`src/rtl/fifo_pkg.sv`:
```
`default_nettype none
// +----------------------------------------------------------------------+
// | Module      : fifo_pkg                                               |
// | Description : Shared constants, mode enum and sizing helper for the  |
// |               parametrised synchronous FIFO.                         |
// | Revision    : 1.0 - initial release                                  |
// +----------------------------------------------------------------------+
package fifo_pkg;

   localparam int FIFO_DEF_WIDTH = 8;
   localparam int FIFO_DEF_DEPTH = 64;

   // Read-path flavour: registered read or first-word-fall-through
   typedef enum logic {
      STD  = 1'b0,
      FWFT = 1'b1
   } fifo_mode_e;

   // Occupancy counter must represent 0..DEPTH inclusive
   function automatic int fifo_cnt_w(input int depth);
      return $clog2(depth) + 1;
   endfunction

endpackage : fifo_pkg
`default_nettype wire

```
`src/rtl/fifo_mem.sv`:
```
`default_nettype none
// +----------------------------------------------------------------------+
// | Module      : fifo_mem                                               |
// | Description : WIDTH x DEPTH register array, one synchronous write    |
// |               port and one asynchronous read port. Not reset.        |
// | Revision    : 1.0 - initial release                                  |
// +----------------------------------------------------------------------+
module fifo_mem
   import fifo_pkg::*;
#(
   parameter int WIDTH = FIFO_DEF_WIDTH,
   parameter int DEPTH = FIFO_DEF_DEPTH
) (
   input  logic                     clk,
   input  logic                     we,
   input  logic [$clog2(DEPTH)-1:0] waddr,
   input  logic [WIDTH-1:0]         wdata,
   input  logic [$clog2(DEPTH)-1:0] raddr,
   output logic [WIDTH-1:0]         rdata
);

   logic [WIDTH-1:0] mem_q [DEPTH];

   // Write port: storage has no reset so it maps onto plain flops/LUT-RAM
   always_ff @(posedge clk) begin
      if (we) begin
         mem_q[waddr] <= wdata;
      end
   end

   assign rdata = mem_q[raddr];

endmodule : fifo_mem
`default_nettype wire

```
`src/rtl/sync_fifo_param.sv`:
```
`default_nettype none
// +----------------------------------------------------------------------+
// | Module      : sync_fifo_param                                        |
// | Description : Parametrised single-clock FIFO with almost-full/empty, |
// |               sticky overflow/underflow, synchronous flush and a     |
// |               selectable registered or FWFT read path.               |
// | Revision    : 1.0 - initial release                                  |
// +----------------------------------------------------------------------+
module sync_fifo_param
   import fifo_pkg::*;
#(
   parameter int WIDTH     = FIFO_DEF_WIDTH,
   parameter int DEPTH     = FIFO_DEF_DEPTH,
   parameter int AF_THRESH = DEPTH - 4,
   parameter int AE_THRESH = 4,
   parameter int FWFT      = 0
) (
   input  logic                          clk,
   input  logic                          rst,
   input  logic                          flush,
   input  logic                          wr_en,
   input  logic [WIDTH-1:0]              data_in,
   input  logic                          rd_en,
   input  logic                          clr_err,
   output logic [WIDTH-1:0]              data_out,
   output logic                          rd_valid,
   output logic [fifo_cnt_w(DEPTH)-1:0]  fifo_counter,
   output logic                          buf_empty,
   output logic                          buf_full,
   output logic                          almost_empty,
   output logic                          almost_full,
   output logic                          overflow,
   output logic                          underflow
);

   localparam int ADDR_W = $clog2(DEPTH);
   localparam int CNT_W  = fifo_cnt_w(DEPTH);

   localparam logic [CNT_W-1:0] c_full_lvl = CNT_W'(DEPTH);
   localparam logic [CNT_W-1:0] c_af_lvl   = CNT_W'(AF_THRESH);
   localparam logic [CNT_W-1:0] c_ae_lvl   = CNT_W'(AE_THRESH);

   // The enum member FWFT is reached through the package scope because the
   // module parameter of the same name shadows the wildcard import.
   localparam fifo_mode_e c_mode = (FWFT != 0) ? fifo_pkg::FWFT : fifo_pkg::STD;

   logic [ADDR_W-1:0] wr_ptr_q, wr_ptr_d;
   logic [ADDR_W-1:0] rd_ptr_q, rd_ptr_d;
   logic [CNT_W-1:0]  cnt_q,    cnt_d;
   logic              ovf_q,    ovf_d;
   logic              udf_q,    udf_d;

   logic              w_wr_acc;
   logic              w_rd_acc;
   logic [WIDTH-1:0]  w_rdata;

   // Status decodes come only from the registered occupancy count
   assign buf_empty    = (cnt_q == '0);
   assign buf_full     = (cnt_q == c_full_lvl);
   assign almost_empty = (cnt_q <= c_ae_lvl);
   assign almost_full  = (cnt_q >= c_af_lvl);
   assign fifo_counter = cnt_q;
   assign overflow     = ovf_q;
   assign underflow    = udf_q;

   // Accepts use start-of-cycle status; flush suppresses both operations
   assign w_wr_acc = wr_en & ~buf_full  & ~flush;
   assign w_rd_acc = rd_en & ~buf_empty & ~flush;

   // Next-state for pointers, occupancy and sticky error flags
   always_comb begin
      wr_ptr_d = wr_ptr_q;
      rd_ptr_d = rd_ptr_q;
      cnt_d    = cnt_q;
      ovf_d    = ovf_q;
      udf_d    = udf_q;

      if (flush) begin
         // Contents discarded; error flags deliberately left as they were
         wr_ptr_d = '0;
         rd_ptr_d = '0;
         cnt_d    = '0;
      end else begin
         if (w_wr_acc) begin
            wr_ptr_d = wr_ptr_q + 1'b1;
         end
         if (w_rd_acc) begin
            rd_ptr_d = rd_ptr_q + 1'b1;
         end
         unique case ({w_wr_acc, w_rd_acc})
            2'b10:   cnt_d = cnt_q + 1'b1;
            2'b01:   cnt_d = cnt_q - 1'b1;
            default: cnt_d = cnt_q;
         endcase

         // Clear first so a coincident new error keeps the flag set
         if (clr_err) begin
            ovf_d = 1'b0;
            udf_d = 1'b0;
         end
         if (wr_en && buf_full) begin
            ovf_d = 1'b1;
         end
         if (rd_en && buf_empty) begin
            udf_d = 1'b1;
         end
      end
   end

   // Control-state registers with asynchronous active-low reset
   always_ff @(posedge clk or negedge rst) begin
      if (!rst) begin
         wr_ptr_q <= '0;
         rd_ptr_q <= '0;
         cnt_q    <= '0;
         ovf_q    <= 1'b0;
         udf_q    <= 1'b0;
      end else begin
         wr_ptr_q <= wr_ptr_d;
         rd_ptr_q <= rd_ptr_d;
         cnt_q    <= cnt_d;
         ovf_q    <= ovf_d;
         udf_q    <= udf_d;
      end
   end

   fifo_mem #(
      .WIDTH (WIDTH),
      .DEPTH (DEPTH)
   ) u_mem (
      .clk   (clk),
      .we    (w_wr_acc),
      .waddr (wr_ptr_q),
      .wdata (data_in),
      .raddr (rd_ptr_q),
      .rdata (w_rdata)
   );

   generate
      if (c_mode == fifo_pkg::STD) begin : g_std_read
         logic [WIDTH-1:0] dout_q, dout_d;
         logic             vld_q,  vld_d;

         // Registered read: capture the head word on each accepted read
         always_comb begin
            dout_d = dout_q;
            vld_d  = 1'b0;
            if (w_rd_acc) begin
               dout_d = w_rdata;
               vld_d  = 1'b1;
            end
         end

         // Output register; data_out holds across idle cycles and flush
         always_ff @(posedge clk or negedge rst) begin
            if (!rst) begin
               dout_q <= '0;
               vld_q  <= 1'b0;
            end else begin
               dout_q <= dout_d;
               vld_q  <= vld_d;
            end
         end

         assign data_out = dout_q;
         assign rd_valid = vld_q;
      end else begin : g_fwft_read
         // Head word is always presented; rd_en merely pops it
         assign data_out = w_rdata;
         assign rd_valid = ~buf_empty;
      end
   endgenerate

endmodule : sync_fifo_param
`default_nettype wire

```
`config.mk`:
```
export PLATFORM = sky130hd
export DESIGN_NAME = sync_fifo_param
export DESIGN_NICKNAME = d
export VERILOG_FILES = /design/src/rtl/fifo_pkg.sv /design/src/rtl/fifo_mem.sv /design/src/rtl/sync_fifo_param.sv
export SDC_FILE = /design/constraint.sdc
export NUM_CORES = 1
export LEC_CHECK = 0
export BUFFER_PORTS_ARGS = -buffer_cell sky130_fd_sc_hd__buf_2
export CAP_MARGIN = 10
export CORE_UTILIZATION = 57
export DETAILED_ROUTE_END_ITERATION = 6
export PLACE_DENSITY = 0.72
export SYNTH_ARGS = -nofsm -noshare
export SYNTH_HDL_FRONTEND = slang
export SYNTH_SLANG_ARGS = --single-unit
```
`constraint.sdc`:
```
create_clock -name clk -period 4 [get_ports clk]
set_input_delay 0.8 -clock clk [delete_from_list [all_inputs] [get_ports clk]]
set_output_delay 0.8 -clock clk [all_outputs]
set_load 0.01 [all_outputs]
```
==> metrics, run 1 <==
Yosys warning total=0; final period utilization=85.0%; largest net degree at the start of global routing=64; worst-path fanout max=22; Hold/Removal Path Class=input pin to async pin; Synth Cell Area=0.0216 mm^2; Final GP Congestion=0.929; nets@finish=1,226; EDFF count, synth=512; Setup WS post-layout=0.600 ns; Vias/cell=6.38; post-route antenna net violation count=0; DP Worst Slack=0.645 ns; Starting Density=58.5%; FMAX=294 MHz; Fin. Hold Viols=0; Slew @ Worst Pin=0.952 ns; CTS tree=yes; placeable core area=0.0370 mm^2; area share of the largest cell type after synthesis=71.2%; fraction of layout cells with a size suffix above 1=26.2%; RSZ-0062 raised after global routing=no; # diodes=0; CTS buffer count=51; syn_nets=1,122; Final Setup Violations=0; setup TNS=0 ns; CP startpoint kind=flop; sequential fraction of the synthesis area=74.6%; clk_lat worst skew=0.57 ns; global-route usage over all layers=25.6%; htree depth=2; cts repair resizes=0; Setup crit end kind=flop; Netlist cell types=65; Crit Path Class=flop to flop; cts hold-fix bufs=0; syn_area_per_cell=19.6 um^2; post-CTS setup buffer count=0; wl on met1=20.4 mm; Bufs on Longest Clock Path=3; io pins=36; max_slew headroom=36.5%; Overflow after GRT=0; total of max-cap violations=0; Power Density=562 mW/mm^2; Cells after Synth=1,104; #FFs+latches synth=542; first-iteration detailed-routing DRC count=1,346; row count=70; CP required=4.46 ns; Critical Path AT=3.86 ns; prevailing post-synth register cell=edfxtp_1; HPWL Detailed=29.9 mm; Reg clk slew, reported paths=0.06 ns; skew final=0.00922 ns; largest cells by area after synthesis=edfxtp_1 (71%), mux4_2 (13%), dfrtp_1 (3.5%), mux2i_1 (2.4%), nor2_1 (1.5%); top sig layer=met4; min Tclk post-route=3.40 ns; met3 WL=4.47 mm; # clock sinks=542; # DRC=0; Vias=11,200; Buffers on Ports=35; initial antenna violation count=0; async set-or-reset flop fraction in the synthesized netlist=5.54%; Layout area overhead=12.7%; Routed WL=47.9 mm; TritonRoute pass-1 iters=5; vias in the first global route=11,000; status=completed; Die ar.=0.0387 mm^2; Die Span Y=197 um; Max VDD drop=0.000331 V; Leak=7.70 nW; first-pass GRT wire length=71.2 mm; WL/cell=27.4 um; most frequent cell after synthesis=edfxtp_1; Yosys top cell by area=edfxtp_1; Die Wd=197 um; Root Driver=clkbuf_16; routed wl met2=21.8 mm; top cells by count, synth=edfxtp_1 (512), mux4_2 (123), nor2_1 (88); Slew Limit Fails=0
-- metal layers --
| layer | up-vias | global-route usage, % |
|---|---|---|
| met3 | 81 | 4.93 |
| li1 | 4708 | - |
| met1 | 5823 | 39.6 |
| met4 | 0 | 7.46 |
| met2 | 542 | 37.8 |
| met5 | - | 0 |
-- flip-flops by register name (all words and copies together) (netlist names) --
name / cells
rd_ptr_q: 6
u_mem.mem_q: 512
fifo_counter: 7
rd_valid: 1
wr_ptr_q: 6
data_out: 8
underflow: 1
overflow: 1
-- power breakdown --
group | internal [W] | switching, W | total [W]
clock | 0.00270 | 0.00200 | 0.00470
combinational | 0.00117 | 0.00123 | 0.00239
sequential | 0.00631 | 0.000271 | 0.00658
-- cell families after synthesis --
logic type	count (synthesis)	share of synthesized area [%]
DFF	542	74.6
and+or+nand+nor	209	4.67
muxes	179	15.4
AOI/OAI and AO/OA	86	2.95
buffers and inverters	73	1.62
xor gates and xnor gates	11	0.446
adders and majority gates	4	0.232
-- critical path, stage by stage, from the launching register on --
cell and delay [ns]:
dfrtp_1 0.47, or4_4 0.61, o21ai_4 0.52, nor2_1 0.16, xnor2_1 0.16, ha_1 0.24, or3_1 0.37, a2111oi_2 0.41
o31ai_1 0.12, a21bo_1 0.21
-- layout make-up --
cell class	count	area, um^2
Clock buffer	67	1470
Clock inverter	22	155
Fill cell	2395	12600
Inverter	11	41.3
Multi-Input combinational cell	489	5130
Sequential cell	542	16100
Tap cell	504	631
Timing Repair Buffer	113	786
-- stage by stage --
stage | area, um^2 | power [W] | cells | hold slack (ns) | util (%)
after floorplan | 21600 | 0.00839 | 1104 | 0.504 | -
after global placement | 22700 | 0.00907 | 1659 | 0.470 | 61.5
after detailed placement | 22700 | 0.00910 | 1659 | 0.488 | 61.5
after CTS | 24400 | 0.0137 | 1748 | 0.278 | 65.9
after global routing | 24400 | 0.0141 | 1748 | 0.318 | 65.9
final | 24400 | 0.0137 | 1748 | 0.282 | 65.9
-- placed cells by master (no fill, tap or decap), types with 3 or more instances in the layout --
cell | synthesis | routed
clkinv_2 | 0 | 9
buf_2 | 18 | 35
mux2_2 | 4 | 4
or3_1 | 3 | 3
nand3b_1 | 8 | 8
a31oi_1 | 3 | 3
a21oi_1 | 11 | 11
o2111ai_1 | 5 | 5
edfxtp_1 | 512 | 512
a2111oi_0 | 3 | 3
nor2b_1 | 8 | 8
o31ai_1 | 4 | 4
nor3_1 | 10 | 10
nand3_1 | 19 | 19
xor2_1 | 7 | 7
nor4_1 | 3 | 3
nand2b_1 | 13 | 13
clkbuf_8 | 0 | 3
xnor2_1 | 4 | 4
dfrtp_4 | 0 | 3
a211oi_1 | 4 | 4
clkbuf_1 | 24 | 8
o21ai_0 | 8 | 8
clkinv_1 | 0 | 9
o22ai_1 | 9 | 9
a22oi_1 | 13 | 13
ha_1 | 4 | 4
nand4_1 | 7 | 7
inv_1 | 11 | 11
mux4_2 | 123 | 123
clkbuf_16 | 0 | 56
nor2_1 | 88 | 88
buf_4 | 10 | 76
nand2_1 | 33 | 33
mux2i_1 | 52 | 52
dfrtp_1 | 30 | 27
-- worst paths after layout --
path	from	end	slack, ns	depth (start not counted)
worst max-delay path	fifo_counter[3]	fifo_counter[6]	0.60	9
worst min-delay path	rst	fifo_counter[4]	0.28	1
worst max register to register	fifo_counter[3]	fifo_counter[6]	0.60	9
worst min register to register	overflow	overflow	0.50	1
max in group asynchronous	rst	rd_ptr_q[2]	3.19	1
min in group clk	overflow	overflow	0.50	1
Note: power is estimated with default switching activity, not from simulation.
==> run 2, diff against run 1 <==
Settings changed: CTS_CLUSTER_DIAMETER set to 60.
Clock period 4 ns to 3.7 ns, I/O delays scaled along.
==> metrics, run 2 (same netlist as run 1, synthesis figures left out) <==
nets@finish=1,254; FMAX=334 MHz; # clock sinks=542; Critical Path AT=3.47 ns; worst-path fanout max=10; cells along the critical path=nor3_2 > a21oi_1 > buf_4 > nor2_1 > xnor2_1 > ha_1 > or3_1 > a2111oi_2 > o31ai_1 > a21bo_1; vias in the first global route=11,100; Worst Path Buf+Inv=1; row count=70; Vias/cell=6.27; # DRC=0; critical path's top delay family=simple AND/OR/NAND/NOR gates; post-route antenna net violation count=0; Max VDD drop=0.000336 V; Final GP Congestion=0.878; Largest Register=u_mem.mem_q; clk_lat worst skew=0.58 ns; post-CTS setup buffer count=0; CP max-delay cell=dfrtp_1; Leak=7.84 nW; Buffers on Ports=35; Die Span Y=197 um; Crit Reg-Reg Startpoint=fifo_counter[0]; Routed WL=47.7 mm; global-route usage over all layers=25.6%; Critical Path Stages=10; Root Driver=clkbuf_16; HPWL Detailed=29.9 mm; status=completed; CP startpoint kind=flop; final instance area=0.0245 mm^2; # diodes=0; first-iteration detailed-routing DRC count=1,036; Setup crit end kind=flop; Layout area overhead=13.6%; cts repair resizes=0; worst-case reg-to-reg path depth=10; most common cell after layout, fill and taps aside=edfxtp_1; Overflow after GRT=0; Starting Density=58.5%; CTS tree=yes; Slew @ Worst Pin=1.24 ns; placed inst area=0.0229 mm^2; Fin. Hold Viols=0; htree depth=2; Power Density=608 mW/mm^2; Crit Path Class=flop to flop; final period utilization=80.9%; io pins=36; cts hold-fix bufs=0; RSZ-0062 raised after global routing=no; first-pass GRT wire length=71.4 mm; setup TNS=0 ns; max_slew headroom=17.1%; r2r setup slk=0.71 ns; CTS buffer count=52; min Tclk post-route=2.99 ns; r2r endpoint=fifo_counter[6]; largest net degree at the start of global routing=65; Die Wd=197 um; Hold/Removal Path Class=input pin to async pin; skew final=0.0202 ns; initial antenna violation count=0; most frequent cells in the layout=edfxtp_1 (512), mux4_2 (123), buf_4 (105), nor2_1 (88), clkbuf_16 (53); WL/cell=26.8 um; Vias=11,100; Slew Limit Fails=0; Bufs on Longest Clock Path=3; Final Setup Violations=0; total of max-cap violations=0; max incr delay on CP=0.51 ns; Die ar.=0.0387 mm^2; CP required=4.17 ns; fraction of layout cells with a size suffix above 1=27.7%; TritonRoute pass-1 iters=5; placeable core area=0.0370 mm^2; number of flip-flops in the largest register=512; Reg clk slew, reported paths=0.06 ns
run 2: changes by cell type in the layout (fill, tap and decap cells not counted):
| cell | before | now |
|---|---|---|
| clkbuf_8 | 3 | 0 |
| clkbuf_1 | 8 | 12 |
| buf_4 | 76 | 105 |
| clkbuf_16 | 56 | 53 |
| bufinv_16 | 2 | 5 |
| inv_6 | 0 | 2 |
| clkinvlp_4 | 1 | 2 |
| buf_12 | 2 | 0 |
| clkinv_4 | 1 | 2 |
| clkinv_2 | 9 | 7 |
| clkinv_1 | 9 | 8 |
run 2: through the flow:
| step | setup WS, ns | cells | util [%] | total power, W | hold slack, ns |
|---|---|---|---|---|---|
| 4_1_cts | 0.741 | 1777 | 66.4 | 0.0150 | 0.219 |
| 6_report | 0.706 | 1777 | 66.4 | 0.0149 | 0.205 |
| 5_1_grt | 0.496 | 1777 | 66.4 | 0.0154 | 0.263 |
| 3_3_place_gp | 0.702 | 1686 | 62.0 | 0.00987 | 0.485 |
| 3_5_place_dp | 0.673 | 1686 | 62.0 | 0.00990 | 0.476 |
| 2_1_floorplan | 0.499 | 1104 | - | 0.00907 | 0.444 |
run 2: final cells by class:
class	count	area, um^2
fillers	2440	12400
multi-input cells	489	5130
clock inverters	26	265
repair buffers	140	963
clock buffers	65	1370
flip-flops and latches	542	16100
well taps	504	631
inverters	11	41.3
run 2: worst max-delay path by stage:
stage                                from  slack [ns]         endpoint
after global routing      fifo_counter[0]        0.50  fifo_counter[6]
after CTS                     rd_ptr_q[0]        0.74      data_out[3]
after floorplan                     flush        0.50  fifo_counter[6]
after global placement              rd_en        0.70  fifo_counter[6]
final                     fifo_counter[0]        0.71  fifo_counter[6]
after detailed placement            rd_en        0.67  fifo_counter[6]
run 2: worst register-to-register path, cell delays in order, from the launching register on:
cell and delay [ns]:
dfrtp_1 0.51, nor3_2 0.43, a21oi_1 0.13, buf_4 0.18, nor2_1 0.16, xnor2_1 0.09
ha_1 0.24, or3_1 0.38, a2111oi_2 0.42, o31ai_1 0.13, a21bo_1 0.22
run 2: layer usage:
metal | global-route usage [%] | part of all wire (%) | vias to the layer above | routed length (um)
met3 | 4.76 | 8.3 | 94 | 3970
met4 | 8.96 | 3.1 | 0 | 1470
li1 | - | - | 4765 | -
met5 | 0 | 0 | - | 0
met2 | 39.2 | 47 | 548 | 22400
met1 | 37.6 | 42 | 5734 | 19900
run 2: report_power, final:
group,internal (W),total (W),switching [W]
clock,0.00297,0.00515,0.00218
sequential,0.00683,0.00715,0.000326
combinational,0.00128,0.00262,0.00134
